$ cat config.mk
export PLATFORM = sky130hd
export DESIGN_NAME = dig_display_ctrl
export DESIGN_NICKNAME = d
export VERILOG_FILES = /design/src/rtl/dig_display_ctrl.sv
export SDC_FILE = /design/constraint.sdc
export NUM_CORES = 1
export LEC_CHECK = 0
export ABC_AREA = 1
export CORE_MARGIN = 2
export CORE_UTILIZATION = 46
export CTS_CLUSTER_DIAMETER = 200
export CTS_CLUSTER_SIZE = 8
export DETAILED_ROUTE_END_ITERATION = 8
export PLACE_DENSITY = 0.76
export RECOVER_POWER = 100
export SYNTH_ARGS = -nofsm -noshare
export SYNTH_HDL_FRONTEND = slang
export SYNTH_SLANG_ARGS = --single-unit
$ cat constraint.sdc
create_clock -name clk -period 1.95 [get_ports clk]
set_clock_uncertainty 0.2 [all_clocks]
set_input_delay 0.585 -clock clk [delete_from_list [all_inputs] [get_ports clk]]
set_output_delay 0.585 -clock clk [all_outputs]
set_load 0.02 [all_outputs]
$ cat src/rtl/dig_display_ctrl.sv
// Eight-digit seven-segment display controller: a memory-mapped 32-bit display
// register, time-multiplexed onto a common-anode, active-low digit/segment bus.
module dig_display_ctrl #(
  parameter int SCAN_DIV = 50000,
  parameter int LZ_BLANK = 0
) (
  input  logic        clk,
  input  logic        rst,
  input  logic [31:0] addr,
  input  logic        we,
  input  logic [31:0] wdata,
  output logic [7:0]  dig_en,
  output logic [7:0]  seg
);

  localparam int          CNT_W     = (SCAN_DIV > 1) ? $clog2(SCAN_DIV) : 1;
  localparam logic [31:0] DISP_ADDR = 32'hFFFF_F000;

  logic [31:0]      r_disp;
  logic [CNT_W-1:0] r_cnt;
  logic [2:0]       r_idx;
  logic [7:0]       r_dig_en;
  logic [7:0]       r_seg;

  logic [3:0]       w_nib;
  logic [7:0]       w_zero_from;
  logic             w_blank;
  logic [7:0]       w_seg;
  logic             w_wrap;
  logic             w_wr_hit;

  // Hex nibble to active-low {DP,G,F,E,D,C,B,A}; DP stays dark.
  function automatic logic [7:0] hex7(input logic [3:0] nib);
    logic [7:0] s;
    case (nib)
      4'h0:    s = 8'hC0;
      4'h1:    s = 8'hF9;
      4'h2:    s = 8'hA4;
      4'h3:    s = 8'hB0;
      4'h4:    s = 8'h99;
      4'h5:    s = 8'h92;
      4'h6:    s = 8'h82;
      4'h7:    s = 8'hF8;
      4'h8:    s = 8'h80;
      4'h9:    s = 8'h90;
      4'hA:    s = 8'h88;
      4'hB:    s = 8'h83;
      4'hC:    s = 8'hC6;
      4'hD:    s = 8'hA1;
      4'hE:    s = 8'h86;
      4'hF:    s = 8'h8E;
      default: s = 8'hFF;
    endcase
    return s;
  endfunction

  assign w_wr_hit = we && (addr == DISP_ADDR);
  assign w_wrap   = (r_cnt == CNT_W'(SCAN_DIV - 1));
  assign w_nib    = r_disp[{r_idx, 2'b00} +: 4];

  // w_zero_from[i] is set when nibbles i..7 are all zero (leading-zero run).
  always_comb begin
    w_zero_from    = 8'h00;
    w_zero_from[7] = (r_disp[31:28] == 4'h0);
    for (int i = 6; i >= 0; i--) begin
      w_zero_from[i] = w_zero_from[i+1] && (r_disp[4*i +: 4] == 4'h0);
    end
  end

  // Digit 0 is never blanked so an all-zero value still shows a single 0.
  always_comb begin
    w_blank = 1'b0;
    w_seg   = 8'hFF;
    if ((LZ_BLANK != 0) && (r_idx != 3'd0)) begin
      w_blank = w_zero_from[r_idx];
    end else begin
      w_blank = 1'b0;
    end
    w_seg = w_blank ? 8'hFF : hex7(w_nib);
  end

  // Display register, scan divider/digit index and registered pin drivers.
  always_ff @(posedge clk or negedge rst) begin
    if (!rst) begin
      r_disp   <= 32'h0000_0000;
      r_cnt    <= '0;
      r_idx    <= 3'd0;
      r_dig_en <= 8'hFF;
      r_seg    <= 8'hFF;
    end else begin
      if (w_wr_hit) begin
        r_disp <= wdata;
      end
      if (w_wrap) begin
        r_cnt <= '0;
        r_idx <= r_idx + 3'd1;
      end else begin
        r_cnt <= r_cnt + {{(CNT_W-1){1'b0}}, 1'b1};
      end
      r_dig_en <= ~(8'b0000_0001 << r_idx);
      r_seg    <= w_seg;
    end
  end

  assign dig_en = r_dig_en;
  assign seg    = r_seg;

endmodule

==> results_dict.tcl, run 1 <==
set metrics [dict create \
    r2r-start "r_idx[0]" \
    drc 0 \
    critPathTopFamily "buffers and inverters" \
    ios 83 \
    setup_viol 0 \
    synth_seq_area_share_pct 45.8 \
    vias_per_cell 4.84 \
    fp.dieW_um 93.0 \
    drtIter0Drc 158 \
    cpPeakStageDelay_ps 490 \
    clk_pin_slew_ps 70 \
    crit_start "addr[24]" \
    endpoint "r_disp[27]" \
    power_uw 2830 \
    finalNetCount 635 \
    die_h_um 93.0 \
    coreArea_um2 7690 \
    dieArea_um2 8650 \
    std_cell_rows 32 \
    crit_chain "clkdlybuf4s50_1 > nand3_2 > nor3_4 > nand3_4 > clkbuf_16 > nand2_1 > o21ai_1" \
    hold_viol 0 \
    period_minus_slack_ps 1910 \
    diodes 0 \
    layout_common_cells "123 x nand2_1, 80 x inv_1, 50 x dfrtp_1" \
    fmax_mhz 523 \
    clock_latency_ps 350 \
    yosysWarnings 0 \
    max-slew-margin-rel_pct 43.0 \
    ff2ff_path_depth 10 \
    numPortBuffers 81 \
    leakagePower_uw 0.00261 \
    peakVddDrop_v 0.000293 \
    cts_max_path_buffers 2 \
    min_path_type "input pin to async pin" \
    ys_types 31 \
    place_hpwl_mm 5.30 \
    syn_area_per_cell_um2 7.94 \
    synth_fp_nets 539 \
    crit_cells 7 \
    yosys_register_bits 66 \
    cp_slowest_cell "clkdlybuf4s50_1" \
    ant_nets 0 \
    layout_commonest_cell "nand2_1" \
    grt_pass1_vias 2950 \
    grt_antenna_before_repair 0 \
    reg2reg_to "seg[0]" \
    start_util_pct 47.4 \
    cts_tree "yes" \
    hold_slack_ps 242 \
    syn_area_um2 3640 \
    powerDensity_nw_per_um2 551 \
    area_growth_pct 40.6 \
    first_pass_iters 4 \
    maxCapViolCount 0 \
    finalMaxSlewViolations 0 \
    cp.required_ps 1980 \
    vias 3201 \
    gp_congestion 0.893 \
    grt_max_degree 67 \
    crit_path_end_kind "register" \
    htreeDepth 3 \
    crit_type "input pin to register" \
    status "complete, no violations" \
    layout-drive-gt1-share_pct 21.4 \
    critPathBufInv 2 \
    crit_arrival_ps 1950 \
    syn_inst 459 \
    wl_per_cell_um 12.7 \
    overflow 0 \
    grtUsageTotal_pct 18.0 \
    grt_pass1_wl_mm 12.4 \
    cts-root-buf "clkbuf_8" \
    r2r_slack_ps 100 \
    numCtsBuffers 9 \
    wirelength_mm 8.41 \
    start_kind "input pin" \
    tightestPinTransition_ps 855 \
    cts_sinks 66 \
    fin_crit_sh_pct 98.1 \
    cp_max_fo 8 \
]
## kinds of logic (layout without fill, tap and decap cells)
kind of cell,after synthesis,in the layout,share of synthesized area [%]
other,1,1,0.103
XOR/XNOR,9,9,2.16
buffers and inverters,99,200,11.8
adder cells (fa/ha/maj),13,13,4.46
flip-flops,66,66,45.8
AO/OA/AOI/OAI,40,40,5.90
AND/OR/NAND/NOR,231,231,29.7
## worst register-to-register path: cells and delay by family (launching register included)
family,cells,cell delay [ps]
buffers and inverters,2,240
adder cells (fa/ha/maj),1,210
AND/OR/NAND/NOR,7,750
flip-flops,1,390
## timing repair
item,4_1_cts,5_1_grt
gates cloned,0,7
resized for setup,44,56
hold buffers,0,0
buffers inserted,0,1
pin swaps,0,17
endpoints found under the setup margin,15,40
## area by class of cell
cell class,instances,area [um2]
Multi-Input combinational cell,294,1670
Timing Repair Buffer,98,1100
Sequential cell,66,1670
Clock buffer,11,141
Fill cell,607,2560
Clock inverter,5,77.6
Inverter,86,337
Tap cell,102,128
## per-stage QoR
| step | area, um2 | worst slack [ps] | TNS (ps) | util [%] | cells |
|---|---|---|---|---|---|
| 4_1_cts | 4820 | 0.228 | 0 | 62.7 | 654 |
| 6_report | 5120 | 36.5 | 0 | 66.7 | 662 |
| 2_1_floorplan | 3640 | 117 | 0 | - | 459 |
| 3_5_place_dp | 4580 | -335 | -10010 | 59.6 | 638 |
| 3_3_place_gp | 4580 | -278 | -8700 | 59.6 | 638 |
| 5_1_grt | 5120 | -35.8 | -87.3 | 66.7 | 662 |
## Yosys cell counts
cell        n  area (um2)
a21oi_1     1        5.00
buf_2       7        35.0
buf_4       1        7.51
buf_6       5        56.3
clkinv_2    1        5.00
conb_1      1        3.75
dfrtp_1    51        1280
dfstp_2    15         394
ha_1       13         163
inv_1      81         304
inv_2       3        11.3
inv_8       1        11.3
nand2_1   135         507
nand2_2     4        25.0
nand2_4     2        22.5
nand3_1    33         165
nand3_2     7        70.1
nand3_4     1        17.5
nand3b_1    2        15.0
nand4_1     6        37.5
nor2_1     25        93.8
nor2_2      5        31.3
nor2_4      3        33.8
nor3_1      4        20.0
nor3_2      2        20.0
nor4_2      2        25.0
o21ai_0     2        10.0
o21ai_1    35         175
o21ai_2     1        8.76
o21ai_4     1        16.3
xor2_1      9        78.8
## registers in the layout, indices dropped and copies added (netlist names)
| register | flops |
|---|---|
| dig_en | 8 |
| r_disp | 32 |
| seg | 7 |
| r_idx | 3 |
| r_cnt | 16 |
## report_power, final
group	switching [uW]	internal (uW)
combinational	64.2	117
clock	524	750
sequential	0.00000539	1370
total	588	2240
## how the worst min path moves through the flow
stage / from / to / slack, ps / cells past startpoint
after floorplan: rst / r_cnt[0] / 90 / 0
after global placement: r_disp[14] / r_disp[14] / 270 / 2
after detailed placement: r_disp[24] / r_disp[24] / 280 / 2
after CTS: rst / r_disp[9] / 40 / 2
after global routing: r_disp[28] / r_disp[28] / 320 / 2
final: rst / r_cnt[15] / 240 / 2
## routing by layer
metal  routed length (um)  vias up  GRT usage (%)
li1                     -     1597              -
met1                 3610     1491           22.6
met2                 4160      103           29.5
met3                  494       10           5.64
met4                  143        0           6.62
met5                    0        -              0
(Power assumes the default switching activity.)
==> run 2, diff against run 1 <==
--- a/config.mk
+++ b/config.mk
@@ -5,13 +5,13 @@
 export SDC_FILE = /design/constraint.sdc
 export NUM_CORES = 1
 export LEC_CHECK = 0
-export ABC_AREA = 1
 export CORE_MARGIN = 2
-export CORE_UTILIZATION = 46
+export CORE_UTILIZATION = 40
+export CTS_BUF_LIST = sky130_fd_sc_hd__clkbuf_4 sky130_fd_sc_hd__clkbuf_8
 export CTS_CLUSTER_DIAMETER = 200
 export CTS_CLUSTER_SIZE = 8
 export DETAILED_ROUTE_END_ITERATION = 8
-export PLACE_DENSITY = 0.76
+export PLACE_DENSITY = 0.69
 export RECOVER_POWER = 100
 export SYNTH_ARGS = -nofsm -noshare
 export SYNTH_HDL_FRONTEND = slang
==> run 2 against run 1 <==
  * Critical path depth unchanged
  * The flow now finishes with violations (capacitance limit, slew limit, setup timing)
  * Critical endpoint is now seg[5]
  * Worst hold slack gained 63 ps
  * Cell count fell by 31%
  * Non-clock buffer count up 12
  * Register-to-register slack got worse by 380 ps
  * Critical path type is now register to register
  * Clock power decreased by 11%
  * Die area decreased by 0.16%
  * Setup slack worse by 320 ps
==> results_dict.tcl, run 2 <==
set metrics [dict create \
    vias 2194 \
    yosysTopAreaCellShare_pct 40.3 \
    cts_sinks 66 \
    peakVddDrop_v 0.000442 \
    grt_pass1_vias 2216 \
    final_util_pct 58.3 \
    async_flop_share_pct 100 \
    dieArea_um2 8640 \
    seqCellArea_um2 1670 \
    synth_xor_area_share_pct 3.60 \
    met3_length_um 296 \
    crit_arrival_ps 2320 \
    powerDensity_nw_per_um2 590 \
    synth_compound_area_share_pct 2.49 \
    numCtsBuffers 9 \
    area_growth_pct 41.6 \
    drtIter0Drc 86 \
    grtUsageTotal_pct 16.4 \
    status "complete, but fails checks" \
    max-slew-margin-rel_pct -2.89 \
    finalNetCount 428 \
    synth_fa_ha_area_share_pct 5.14 \
    cts-root-buf "clkbuf_8" \
    numPortBuffers 81 \
    grt_antenna_before_repair 0 \
    yosys_register_bits 66 \
    post-route-cell-area_um2 4480 \
    std_cell_rows 32 \
    top_register "r_disp" \
    diodes 0 \
    power_uw 2640 \
    grt_pass1_wl_mm 10.7 \
    ios 83 \
    finalMaxSlewViolations 67 \
    setup_viol 8 \
    crit_type "register to register" \
    synthSimpleGateAreaFrac_pct 10.6 \
    topRoutingLayerUsed "met4" \
    hold_slack_ps 305 \
    ant_nets 0 \
    synthFlopType "dfrtp_1" \
    synth_seq_area_share_pct 52.8 \
    period_minus_slack_ps 2230 \
    hold_viol 0 \
    dpl_cell_area_um2 4260 \
    cts_hold_buf 0 \
    synth_mux_area_share_pct 22.7 \
    fill_cells 656 \
    leakagePower_uw 0.00210 \
    place_hpwl_mm 4.68 \
    gp_congestion 0.845 \
    first_pass_iters 4 \
    met2_length_mm 3.28 \
    synth_fp_nets 315 \
    cts_tree "yes" \
    ys_types 44 \
    overflow 0 \
    synth_top_family_by_area "multiplexers" \
    syn_area_um2 3160 \
    crit_path_end_kind "register" \
    drc 0 \
    tightestPinTransition_ps 1540 \
    largest_register_ffs 32 \
    syn_area_per_cell_um2 13.5 \
    ys_top_cells_by_count "51 x dfrtp_1, 34 x mux2_2, 15 x dfstp_2, 13 x ha_1, 13 x nand2_1" \
    coreArea_um2 7690 \
    htreeDepth 3 \
    synth_area_leaders "dfrtp_1 40%, dfstp_2 12%, mux2_2 12%" \
    clk_pin_slew_ps 70 \
    cp.required_ps 2040 \
    layout_common_cells "51 x dfrtp_1, 34 x clkdlybuf4s50_1, 32 x mux2_2" \
    min_path_type "register to register" \
    drt-met1-wl_mm 2.91 \
    start_util_pct 41.2 \
    wl_per_cell_um 14.5 \
    die_h_um 92.9 \
    clock_latency_ps 350 \
    maxCapViolCount 1 \
    yosysWarnings 0 \
    rsz0062_at_grt "yes" \
    multiInputGateArea_um2 1480 \
    setup_ws_ps -281 \
    wirelength_mm 6.59 \
    fmax_mhz 448 \
    layout_commonest_cell "dfrtp_1" \
    layout-drive-gt1-share_pct 36.0 \
    vias_per_cell 4.82 \
    synth-edff-count 0 \
    grt_max_degree 67 \
    cts_max_path_buffers 2 \
    cp_max_fo 7 \
    syn_inst 235 \
    fin_crit_sh_pct 114 \
    synth_area_leader_cell "dfrtp_1" \
    start_kind "register" \
    violations "capacitance limit, slew limit, setup timing" \
    synth.most_common_cell "dfrtp_1" \
    fp.dieW_um 92.9 \
]
## run 2: cell types whose count changed after synthesis, sizes merged, moves of 7 or more
cell	change
buf	-8
mux2	+35
mux2i	+10
mux4	+8
nand2	-128
nor2	-24
o21ai	-35
xnor2	+7
inv	-76
nand3	-34
## run 2: worst paths after layout
path	from	end	slack, ps	cells past startpoint
setup / recovery	r_idx[0]	seg[5]	-280	7
hold / removal	r_cnt[15]	r_cnt[15]	300	1
setup reg to reg	r_idx[0]	seg[5]	-280	7
hold reg to reg	r_cnt[15]	r_cnt[15]	300	1
max in group asynchronous	rst	r_cnt[1]	130	2
min in group asynchronous	rst	r_disp[13]	510	2
## run 2: critical path, cell delays in order (launching register included)
cell	delay, ps
dfrtp_1	400
buf_12	140
buf_4	110
mux4_2	510
mux2i_4	240
buf_6	160
mux2i_2	220
a22o_1	180
## run 2: repair_timing
item,4_1_cts,5_1_grt
pin swaps,18,4
gates resized for setup,85,18
buffers inserted,6,1
setup endpoints to repair,54,29
cloned,2,0
## run 2: kinds of logic after synthesis
family,after synthesis
flops,66
simple gates,60
mux,53
buf+inv,17
fa+ha+maj,13
xor+xnor,13
compound gates,12
other cells,1
## run 2: routing by layer
metal  global-route usage, %  vias to the layer above
li1                        -                     1070
met1                    21.2                     1070
met2                    26.0                       46
met3                    4.23                        8
met4                    7.35                        0
met5                       0                        -
## run 2: cell type report
cell class                 instances  area share [%]
sequential                        66            37.3
multi-input combinational        152            33.0
timing repair buffer             110            21.8
tap                              102            2.85
clock buffer                       9            2.76
clock inverter                     7            1.56
inverter                           9           0.754
## run 2: power breakdown
part / internal [uW] / total (uW) / switching [uW]
registers: 1370 / 1370 / 0.00000364
clock network: 587 / 1130 / 542
logic: 94.7 / 145 / 49.9
## run 2: per-stage QoR
stage | setup slack [ps] | setup TNS [ps] | instances
2_1_floorplan | -213 | -3640 | 235
3_3_place_gp | -479 | -16920 | 431
3_5_place_dp | -608 | -20760 | 431
4_1_cts | -309 | -1790 | 455
5_1_grt | -404 | -15530 | 455
6_report | -281 | -1670 | 455
